[config.mk]
export PLATFORM = sky130hd
export DESIGN_NAME = if_axi_fetch
export DESIGN_NICKNAME = d
export VERILOG_FILES = /design/src/rtl/if_axi_fetch.sv
export SDC_FILE = /design/constraint.sdc
export NUM_CORES = 1
export LEC_CHECK = 0
export BUFFER_PORTS_ARGS = -buffer_cell sky130_fd_sc_hd__buf_2
export CAP_MARGIN = 10
export CORE_MARGIN = 3
export CORE_UTILIZATION = 53
export DETAILED_ROUTE_END_ITERATION = 10
export MAX_ROUTING_LAYER = met4
export PLACE_DENSITY = 0.87
export SYNTH_ARGS = -nofsm -noshare
export SYNTH_HDL_FRONTEND = slang
export SYNTH_SLANG_ARGS = --single-unit
[constraint.sdc]
create_clock -name clk -period 4.85 [get_ports clk]
set_input_delay 0.97 -clock clk [delete_from_list [all_inputs] [get_ports clk]]
set_output_delay 0.97 -clock clk [all_outputs]
set_load 0.02 [all_outputs]
[src/rtl/if_axi_fetch.sv]
// if_axi_fetch: single-beat AXI4 instruction fetch master, one outstanding read, 32-bit inst out of 64-bit beat
module if_axi_fetch #(
  parameter logic [2:0] PROT_INST = 3'b100,
  parameter logic [3:0] AXI_ID = 4'd0
) (
  input  logic        clk,
  input  logic        rst,
  input  logic        req_valid,
  input  logic [63:0] req_addr,
  input  logic        flush,
  output logic        ar_valid,
  input  logic        ar_ready,
  output logic [63:0] ar_addr,
  output logic [3:0]  ar_id,
  output logic [7:0]  ar_len,
  output logic [2:0]  ar_size,
  output logic [1:0]  ar_burst,
  output logic [2:0]  ar_prot,
  input  logic        r_valid,
  output logic        r_ready,
  input  logic [63:0] r_data,
  input  logic [1:0]  r_resp,
  input  logic        r_last,
  input  logic [3:0]  r_id,
  output logic        inst_valid,
  output logic [31:0] inst,
  output logic [63:0] inst_addr,
  output logic        inst_err
);
  localparam logic [31:0] NOP = 32'h00000013;
  typedef enum logic [1:0] {IDLE, ADDR, DATA, DROP} state_t;
  state_t state;
  logic [63:0] addr_q;
  logic flush_pend;
  assign ar_valid = state == ADDR;
  assign r_ready = state == DATA || state == DROP;
  assign ar_addr = {addr_q[63:3], 3'b000};
  assign ar_id = AXI_ID;
  assign ar_len = 8'd0;
  assign ar_size = 3'b011;
  assign ar_burst = 2'b01;
  assign ar_prot = PROT_INST;
  always_ff @(posedge clk) begin
    if (rst) begin
      state <= IDLE;
      addr_q <= '0;
      flush_pend <= 1'b0;
      inst_valid <= 1'b0;
      inst <= NOP;
      inst_addr <= '0;
      inst_err <= 1'b0;
    end else begin
      inst_valid <= 1'b0;
      case (state)
        IDLE: begin
          flush_pend <= 1'b0;
          if (req_valid && !flush) begin
            addr_q <= req_addr;
            if (req_addr[1:0] != 2'b00) begin
              inst_valid <= 1'b1;
              inst_err <= 1'b1;
              inst <= NOP;
              inst_addr <= req_addr;
            end else begin
              state <= ADDR;
            end
          end
        end
        ADDR: begin
          if (ar_ready) begin
            state <= (flush || flush_pend) ? DROP : DATA;
            flush_pend <= 1'b0;
          end else if (flush) begin
            flush_pend <= 1'b1;
          end
        end
        DATA: begin
          if (r_valid) begin
            state <= IDLE;
            if (!flush) begin
              inst_valid <= 1'b1;
              inst_err <= r_resp != 2'b00;
              inst <= r_resp != 2'b00 ? NOP : (addr_q[2] ? r_data[63:32] : r_data[31:0]);
              inst_addr <= addr_q;
            end
          end else if (flush) begin
            state <= DROP;
          end
        end
        default: state <= r_valid ? IDLE : DROP;
      endcase
    end
  end
  a_rbeat: assert property (@(posedge clk) disable iff (rst) (r_valid && r_ready) |-> (r_id == AXI_ID && r_last));
endmodule

==> flow_metrics.env, run 1 <==
export IMPL_status="completed"
export IMPL_hold_buffers=0
export IMPL_drc_errors=0
export IMPL_cts_resized=0
export IMPL_grt_usage_pct=24.4
export IMPL_route_vias_total=6945
export IMPL_wl_mm=21.1
export IMPL_io_buffers=296
export IMPL_vdd_drop_max_uv=207
export IMPL_clk_pin_slew_worst_paths_ns=0.06
export IMPL_rsz0062_at_grt="no"
export IMPL_fmax_mhz=404
export IMPL_post_cts_buffers=0
export IMPL_drt_iter0_drc=455
export IMPL_path_max_fanout=34
export IMPL_startpoint_type="primary input"
export IMPL_yosys_area_top_type="dfxtp_1"
export IMPL_ys_seq_area_share_pct=39.8
export IMPL_post_place_ws_ns=1.94
export IMPL_dpl_instance_area_um2=9180
export IMPL_yosysUniqueCellTypes=31
export IMPL_cp_required_ns=5.16
export IMPL_wl_per_cell_um=16.6
export IMPL_synth_warnings=0
export IMPL_post_route_period_util_pct=51.0
export IMPL_path_cells="buf_2 -> or2_2 -> a21oi_4 -> mux2_2"
export IMPL_netlist_instances=876
export IMPL_htree_levels=4
export IMPL_numCtsBuffers=17
export IMPL_drv_cap=0
export IMPL_synth_edf_count=0
export IMPL_die_area_um2=17200
export IMPL_async_flop_share_pct=0
export IMPL_stdcell_area_um2=9770
export IMPL_crit_path_end_kind="flip-flop"
export IMPL_cts_root_buf="clkbuf_16"
export IMPL_cts_tree="built"
export IMPL_firstDrtPassIters=5
export IMPL_cp_arrival_ns=2.78
export IMPL_final_setup_tns_ns=0
export IMPL_max_slew_margin_pct=24.2
export IMPL_cts_sink_count=165
export IMPL_die_y_um=131
export IMPL_clock_latency_ns=0.42
export IMPL_worstMarginPinSlew_ns=1.13
export IMPL_synth_top_cell_area_share_pct=39.8
export IMPL_overflow=0
export IMPL_ant_nets=0
export IMPL_fillers=1259
export IMPL_dp_cells=1242
export IMPL_hpwl_mm=14.1
export IMPL_layout_drive_gt1_share_pct=40.3
export IMPL_synth_area_top_cells="dfxtp_1 (40%), mux2i_1 (12%), buf_4 (8.5%), a211oi_2 (8.4%), a211oi_1 (6.5%)"
export IMPL_gp_congestion=0.802
export IMPL_syn_area_per_cell_um2=9.48
export IMPL_fin_ws_ns=2.38
export IMPL_skew_ns=0.00689
export IMPL_power_leakage_nw=4.60
export IMPL_start_util_pct=54.4
export IMPL_finalSetupViolations=0
export IMPL_final_util_pct=64.1
export IMPL_antenna_found_initial=2
export IMPL_vias_per_cell=5.45
export IMPL_grt_first_pass_wirelength_mm=33.9
export IMPL_grt_max_degree=129
export IMPL_cp_num_buf_inv=1
export IMPL_syn_to_final_growth_pct=17.7
export IMPL_hold_viol=0
export IMPL_critPathMaxStageDelay_ns=0.89
export IMPL_worstHoldPathType="reg2reg"
export IMPL_fin_nets=1191
export IMPL_num_rows=45
export IMPL_core_area_um2=15300
export IMPL_cts_buffer_depth=2
export IMPL_slew_viol_final=0
export IMPL_worstSetupPathType="in2reg"
export IMPL_synth_seq_cells=165
export IMPL_grt_pass1_vias=6709
export IMPL_ys_flop_type="dfxtp_1"
export IMPL_io_pins=325
export IMPL_finalCriticalPeriod_ns=2.47
export IMPL_layoutNonFillerInstCount=1275
export IMPL_cp_top_family="compound AO/OA/AOI/OAI gates"
export IMPL_synth_area_um2=8300
export IMPL_cpMaxStageDelayCell="a21oi_4"
export IMPL_dieWidth_um=131
export IMPL_powerDensity_nw_per_um2=339
==> sequential cells by signal (all words and copies together) (netlist names) <==
register,flops
flush_pend,1
inst_addr,64
inst_valid,1
inst_err,1
addr_q,64
state,2
inst,32
==> stage by stage <==
stage	power, W	hold slack [ns]
finish	0.00332	0.458
global route	0.00344	0.480
floorplan	0.00187	0.436
detailed placement	0.00199	0.453
CTS	0.00334	0.462
global placement	0.00198	0.443
==> per-layer routing <==
metal  part of all wire, %  up-vias  track usage, %
met5                     0        -               -
met4                   2.2        0            11.2
met3                   7.3       38            5.70
met2                    50      297            39.9
met1                    41     3272            28.7
li1                      -     3338               -
==> cell usage in the layout, fill, tap and decap left out, drive strengths merged <==
cell type / instances
and4bb: 1
or2: 1
a2111oi: 3
nor2b: 34
buf: 303
clkbuf: 22
a21o: 1
mux2: 29
or4b: 2
nand3: 1
a211oi: 128
diode: 2
o21ai: 1
nor2: 4
a21oi: 68
dfxtp: 165
nor3: 31
bufinv: 2
a21boi: 1
clkinvlp: 3
mux2i: 97
nand2: 128
inv: 6
nor4b: 2
a31oi: 1
o41ai: 1
conb: 23
nand2b: 4
==> cells in the mapped netlist (27+ instances only) <==
cell      number
a211oi_1      72
a211oi_2      56
a21oi_1       67
buf_2         45
buf_4         94
clkbuf_1      27
dfxtp_1      165
mux2_2        29
mux2i_1       97
nand2_1      128
nor2b_1       34
nor3_1        31
==> worst min-delay path, cell delays in order, from the launching register on <==
cell and delay, ns:
dfxtp_1 0.31, nand2_1 0.05, a21oi_1 0.05
==> final cells by class <==
class	count	area [um2]	share of cell area [%]
Clock inverter	9	118	1.20
Inverter	2	7.51	0.0768
Sequential cell	165	3300	33.8
Multi-Input combinational cell	561	4040	41.3
Tap cell	211	264	2.70
Clock buffer	22	474	4.85
Antenna cell	2	5.00	0.0512
Timing Repair Buffer	303	1570	16.0
==> report_power, final <==
group          internal (W)  switching (W)
sequential          0.00142      0.0000464
clock              0.000804       0.000547
combinational      0.000185       0.000314
total               0.00241       0.000907
==> logic make-up after synthesis <==
group | count (synthesis) | synth area share [%]
DFF | 165 | 39.8
buffers and inverters | 171 | 12.7
AOI/OAI and AO/OA | 204 | 20.1
and+or+nand+nor | 208 | 11.6
other | 2 | 0.0904
muxes | 126 | 15.6
==> path summary, 6_finish.rpt <==
path / slack, ns / end / depth (start not counted) / startpoint
max reg2reg: 2.43 / inst_addr[58]$_SDFFE_PP0P_ / 4 / state[0]$_SDFFE_PP0P_
min: 0.46 / addr_q[0]$_SDFFE_PP0P_ / 2 / addr_q[0]$_SDFFE_PP0P_
max: 2.38 / inst[13]$_SDFFE_PP0P_ / 4 / req_addr[0]
min reg2reg: 0.46 / addr_q[0]$_SDFFE_PP0P_ / 2 / addr_q[0]$_SDFFE_PP0P_
No activity file was read; power rests on OpenSTA's default activity.
==> run 2: changes to the inputs <==
Settings changed: ABC_AREA from default to 1, CORE_UTILIZATION 53 to 49, PLACE_DENSITY 0.87 to 0.82.
Clock period 4.85 ns to 2.3 ns, I/O delays scaled along.
==> run 2 against run 1 <==
  * Die area up 6.6%
  * Via count increased by 15%
  * Setup slack got worse by 1.9 ns
  * Sequential share of layout area fell by 0.16 points
  * Clock power grew 99%
  * Sequential power is 120% higher
  * Combinational power rose to 3.1 times the previous value
  * Design area rose by 0.45%
  * Utilization shrank 3.1 points
  * Cell count increased by 30%
  * Register-to-register slack worse by 2.0 ns
  * Critical endpoint is now addr_q[47]$_SDFFE_PP0P_
  * First-iteration DRC count rose by 18%
==> flow_metrics.env, run 2 <==
export IMPL_synth_area_mux_share_pct=0
export IMPL_synth_top_cell_area_share_pct=40.2
export IMPL_synth_top_family_by_area="simple AND/OR/NAND/NOR gates"
export IMPL_fin_ws_ns=0.445
export IMPL_diodes=0
export IMPL_hold_viol=0
export IMPL_ys_flop_type="dfxtp_1"
export IMPL_synth_most_common_cell="nand2_1"
export IMPL_wl_per_cell_um=13.6
export IMPL_hold_buffers=0
export IMPL_grt_pass1_vias=7261
export IMPL_holdPathEnd="addr_q[12]$_SDFFE_PP0P_"
export IMPL_clock_latency_ns=0.42
export IMPL_start_util_pct=51.0
export IMPL_crit_path_end_kind="flip-flop"
export IMPL_cts_tree="built"
export IMPL_io_buffers=296
export IMPL_dieWidth_um=135
export IMPL_skew_ns=0.0132
export IMPL_num_rows=46
export IMPL_synth_seq_cells=165
export IMPL_overflow=0
export IMPL_cp_required_ns=2.65
export IMPL_layout_drive_gt1_share_pct=24.6
export IMPL_netlist_instances=1246
export IMPL_reg_top3="addr_q: 64 flops, inst_addr: 64 flops, inst: 32 flops"
export IMPL_stdcell_area_um2=9820
export IMPL_startpoint_type="flip-flop"
export IMPL_ant_nets=0
export IMPL_post_route_period_util_pct=80.6
export IMPL_syn_area_per_cell_um2=6.59
export IMPL_fin_nets=1574
export IMPL_fmax_mhz=539
export IMPL_synthXorXnorAreaFrac_pct=0
export IMPL_hpwl_mm=15.3
export IMPL_ff2ff_path_depth=7
export IMPL_cts_sink_count=165
export IMPL_dpl_instance_area_um2=9270
export IMPL_powerDensity_nw_per_um2=760
export IMPL_max_slew_margin_pct=49.8
export IMPL_vdd_drop_max_uv=526
export IMPL_grt_usage_pct=24.7
export IMPL_drv_cap=0
export IMPL_post_cts_buffers=0
export IMPL_antenna_found_initial=0
export IMPL_synth_edf_count=0
export IMPL_drc_errors=0
export IMPL_firstDrtPassIters=5
export IMPL_worstHoldPathType="in2reg"
export IMPL_synth_area_um2=8210
export IMPL_ys_seq_area_share_pct=40.2
export IMPL_syn_to_final_growth_pct=19.6
export IMPL_yosysUniqueCellTypes=22
export IMPL_clk_pin_slew_worst_paths_ns=0.07
export IMPL_die_area_um2=18300
export IMPL_hp_start="req_addr[12]"
export IMPL_finalSetupViolations=0
export IMPL_route_vias_total=7988
export IMPL_path_max_fanout=39
export IMPL_io_pins=325
export IMPL_synth_simple_area_share_pct=37.7
export IMPL_yosys_area_top_type="dfxtp_1"
export IMPL_status="completed"
export IMPL_layout_commonest_cell="nand2_1"
export IMPL_cts_root_buf="clkbuf_16"
export IMPL_worstMarginPinSlew_ns=0.752
export IMPL_layout_common_cells="nand2_1 (395), buf_2 (296), nor2_1 (260)"
export IMPL_finalCriticalPeriod_ns=1.85
export IMPL_synth_compound_area_share_pct=7.68
export IMPL_r2r_slack_ns=0.45
export IMPL_hold_depth=3
export IMPL_rsz0062_at_grt="no"
export IMPL_gp_congestion=0.799
export IMPL_async_flop_share_pct=0
export IMPL_r2r_end="addr_q[47]$_SDFFE_PP0P_"
export IMPL_vias_per_cell=4.81
export IMPL_yosys_top_cells_count="nand2_1 (395), nor2_1 (260), dfxtp_1 (165)"
export IMPL_synth_warnings=0
export IMPL_fillers=1510
export IMPL_final_setup_tns_ns=0
export IMPL_cts_resized=0
export IMPL_cp_arrival_ns=2.20
export IMPL_grt_first_pass_wirelength_mm=35.8
export IMPL_synth_area_top_cells="dfxtp_1 (40%), nand2_1 (18%), nor2_1 (12%), buf_4 (8.2%), nand3b_1 (6.3%)"
export IMPL_wl_mm=22.6
export IMPL_drt_iter0_drc=537
export IMPL_yosys_area_share_adder_pct=0
export IMPL_worstSetupPathType="reg2reg"
export IMPL_htree_levels=4
export IMPL_power_leakage_nw=5.37
export IMPL_post_place_ws_ns=0.337
export IMPL_core_area_um2=16100
export IMPL_slew_viol_final=0
export IMPL_regToRegStartpoint="state[1]$_SDFFE_PP0P_"
export IMPL_cts_buffer_depth=2
export IMPL_die_y_um=135
export IMPL_grt_max_degree=95
export IMPL_numCtsBuffers=17
-- run 2: worst max path at each step --
stage                                 end             startpoint
2_1_floorplan  inst_addr[29]$_SDFFE_PP0P_                  flush
3_3_place_gp      addr_q[21]$_SDFFE_PP0P_                  flush
3_5_place_dp      addr_q[47]$_SDFFE_PP0P_                  flush
4_1_cts            addr_q[4]$_SDFFE_PP0P_  state[1]$_SDFFE_PP0P_
5_1_grt           addr_q[49]$_SDFFE_PP0P_  state[1]$_SDFFE_PP0P_
6_report          addr_q[47]$_SDFFE_PP0P_  state[1]$_SDFFE_PP0P_
-- run 2: layout make-up --
type	count	area, um2	share of cell area (%)
Tap cell	216	270	2.75
Inverter	47	181	1.85
Multi-Input combinational cell	890	3810	38.8
Sequential cell	165	3300	33.6
Clock inverter	11	101	1.03
Clock buffer	20	447	4.55
Timing Repair Buffer	312	1700	17.3
-- run 2: where the power goes --
part	internal (W)	switching (W)
clock	0.00152	0.00118
sequential	0.00310	0.000122
combinational	0.000540	0.00101
total	0.00516	0.00231
-- run 2: critical path: stages, from the launching register on --
cell and delay (ns):
dfxtp_1 0.45, inv_2 0.09, nand2_2 0.11, nor2_4 0.04, inv_2 0.55, buf_12 0.28
o21ai_0 0.09, a21oi_1 0.15
-- run 2: metrics by stage --
step	total power (W)	std cells	utilization (%)	hold slack, ns
2_1_floorplan	0.00443	1267	-	0.429
3_3_place_gp	0.00480	1630	57.5	0.434
3_5_place_dp	0.00483	1630	57.5	0.442
4_1_cts	0.00751	1661	60.9	0.260
5_1_grt	0.00783	1661	60.9	0.273
6_report	0.00746	1661	60.9	0.275
-- run 2: kinds of logic after synthesis --
group / Yosys count
and+or+nand+nor: 741
buffers and inverters: 212
other: 2
DFF: 165
AOI/OAI and AO/OA: 126
-- run 2: metal layers --
metal	vias up	GRT usage, %	share of wire [%]
li1	4106	-	-
met1	3565	30.1	42
met2	282	40.3	48
met3	35	6.39	8.0
met4	0	7.89	2.4
met5	-	-	0
==> run 3: changes to the inputs <==
Settings changed: ABC_AREA 1 to 0, PLACE_DENSITY 0.82 to 0.81.
Clock period 2.3 ns to 1.81 ns, I/O delays scaled along.
==> run 3 against run 2 <==
  * The flow now finishes with violations (DRC)
  * Hold slack worse by 0.086 ns
  * Global-route usage is 1.0 points lower
  * Routed wire length is 3.3% lower
  * Register-to-register slack worse by 0.33 ns
  * Sequential share of layout area is 1.1 points lower
  * Flip-flop and latch count stayed put
  * Non-clock buffer count is 18 higher
  * Clock power is 40% higher
  * Die area is 1.1% higher
==> flow_metrics.env, run 3 (synthesized netlist as in run 1, its figures left out) <==
export IMPL_status="complete, but fails checks"
export IMPL_violations="DRC"
export IMPL_critPathMaxStageDelay_ns=0.42
export IMPL_io_pins=325
export IMPL_cpMaxStageDelayCell="dfxtp_2"
export IMPL_cp_required_ns=1.45
export IMPL_ant_nets=0
export IMPL_die_area_um2=18500
export IMPL_regToRegStartpoint="state[1]$_SDFFE_PP0P_"
export IMPL_cp_top_family="flip-flops"
export IMPL_cts_buffer_depth=2
export IMPL_hold_viol=0
export IMPL_syn_to_final_growth_pct=22.3
export IMPL_clock_latency_ns=0.42
export IMPL_hp_start="req_addr[63]"
export IMPL_vias_per_cell=5.34
export IMPL_cts_tree="built"
export IMPL_r2r_end="addr_q[29]$_SDFFE_PP0P_"
export IMPL_clk_pin_slew_worst_paths_ns=0.06
export IMPL_post_cts_buffers=0
export IMPL_fin_nets=1218
export IMPL_route_vias_total=6971
export IMPL_start_util_pct=51.2
export IMPL_cp_startpoint="state[0]$_SDFFE_PP0P_"
export IMPL_core_area_um2=16200
export IMPL_worstHoldPathType="in2reg"
export IMPL_hold_buffers=0
export IMPL_fmax_mhz=587
export IMPL_layoutNonFillerInstCount=1306
export IMPL_crit_path_end_kind="primary output"
export IMPL_worstMarginPinSlew_ns=0.671
export IMPL_cts_sink_count=165
export IMPL_dieWidth_um=136
export IMPL_grt_max_degree=86
export IMPL_wl_per_cell_um=16.8
export IMPL_post_route_period_util_pct=94.1
export IMPL_die_y_um=136
export IMPL_layout_common_cells="buf_2 (295), dfxtp_1 (162), nand2_1 (128)"
export IMPL_cp_num_buf_inv=2
export IMPL_numCtsBuffers=17
export IMPL_reg_top3="addr_q: 64 flops, inst_addr: 64 flops, inst: 32 flops"
export IMPL_final_setup_tns_ns=0
export IMPL_overflow=0
export IMPL_hpwl_mm=15.7
export IMPL_r2r_slack_ns=0.12
export IMPL_firstDrtPassIters=9
export IMPL_powerDensity_nw_per_um2=897
export IMPL_drv_cap=0
export IMPL_cts_root_buf="clkbuf_16"
export IMPL_io_buffers=296
export IMPL_power_leakage_nw=4.81
export IMPL_path_cells="buf_4 -> nor2b_1 -> buf_2"
export IMPL_gp_congestion=0.812
export IMPL_wl_mm=21.9
export IMPL_grt_first_pass_wirelength_mm=34.2
export IMPL_finalCriticalPeriod_ns=1.70
export IMPL_max_slew_margin_pct=55.3
export IMPL_skew_ns=0.00721
export IMPL_drt_iter0_drc=430
export IMPL_slew_viol_final=0
export IMPL_drc_errors=3
export IMPL_power_total_w=0.00911
export IMPL_antenna_found_initial=1
export IMPL_dp_cells=1274
export IMPL_num_rows=46
export IMPL_startpoint_type="flip-flop"
export IMPL_layout_drive_gt1_share_pct=42.0
export IMPL_ff2ff_path_depth=4
export IMPL_layout_commonest_cell="buf_2"
export IMPL_cp_arrival_ns=1.34
export IMPL_holdPathEnd="addr_q[63]$_SDFFE_PP0P_"
export IMPL_vdd_drop_max_uv=648
export IMPL_grt_pass1_vias=6661
export IMPL_worstSetupPathType="reg2out"
export IMPL_rsz0062_at_grt="no"
export IMPL_hold_depth=3
export IMPL_htree_levels=4
export IMPL_cts_resized=1
export IMPL_grt_usage_pct=23.7
export IMPL_path_max_fanout=6
export IMPL_finalSetupViolations=0
export IMPL_final_util_pct=62.6
[run 3: changes by cell type in the layout (fill, tap and decap cells not counted), sizes merged, moves of 4 or more]
| cell | change |
|---|---|
| buf | +18 |
| mux2i | +97 |
| nor3 | +31 |
| nand2 | -271 |
| nand3 | -10 |
| nor2b | +34 |
| nand2b | +4 |
| o21ai | -93 |
| a211oi | +128 |
| nor2 | -258 |
| a21oi | +36 |
| inv | -45 |
| mux2 | +29 |
| nand3b | -69 |
[run 3: worst min-delay path, cell delays in order]
cell and delay (ns):
buf_2 0.10, nand2_1 0.05, a21oi_1 0.05
[run 3: worst max path at each step]
stage,to,slack [ns],cells past startpoint
floorplan,inst[23]$_SDFFE_PP0P_,0.17,5
global placement,addr_q[25]$_SDFFE_PP0P_,0.05,5
detailed placement,inst[30]$_SDFFE_PP0P_,0.03,5
CTS,inst[1]$_SDFFE_PP1P_,0.05,4
global route,ar_valid,0.01,3
finish,ar_valid,0.11,3
[run 3: final cells by class]
class	count	area (um2)
flip-flops and latches	165	3310
well taps	216	270
multi-input cells	561	4040
clock buffers	19	433
repair buffers	330	1920
clock inverters	12	179
diodes	1	2.50
fillers	1358	6080
inverters	2	7.51
[run 3: stage by stage]
step                setup slack (ns)  cell area, um2  hold slack, ns
floorplan                      0.172            8380           0.436
global placement              0.0483            9540           0.442
detailed placement            0.0256            9540           0.451
CTS                           0.0465           10100           0.172
global route                  0.0130           10200           0.175
finish                         0.108           10200           0.189
[run 3: report_power, final]
part | total (W) | internal, W | switching, W
sequential | 0.00391 | 0.00381 | 0.000107
clock | 0.00377 | 0.00231 | 0.00146
combinational | 0.00143 | 0.000552 | 0.000877
[run 3: per-layer routing]
layer / track usage [%] / share of wire [%] / vias to the layer above
met5: - / 0 / -
li1: - / - / 3393
met3: 6.44 / 7.1 / 41
met4: 8.29 / 2.5 / 0
met2: 38.6 / 49 / 295
met1: 28.3 / 41 / 3242
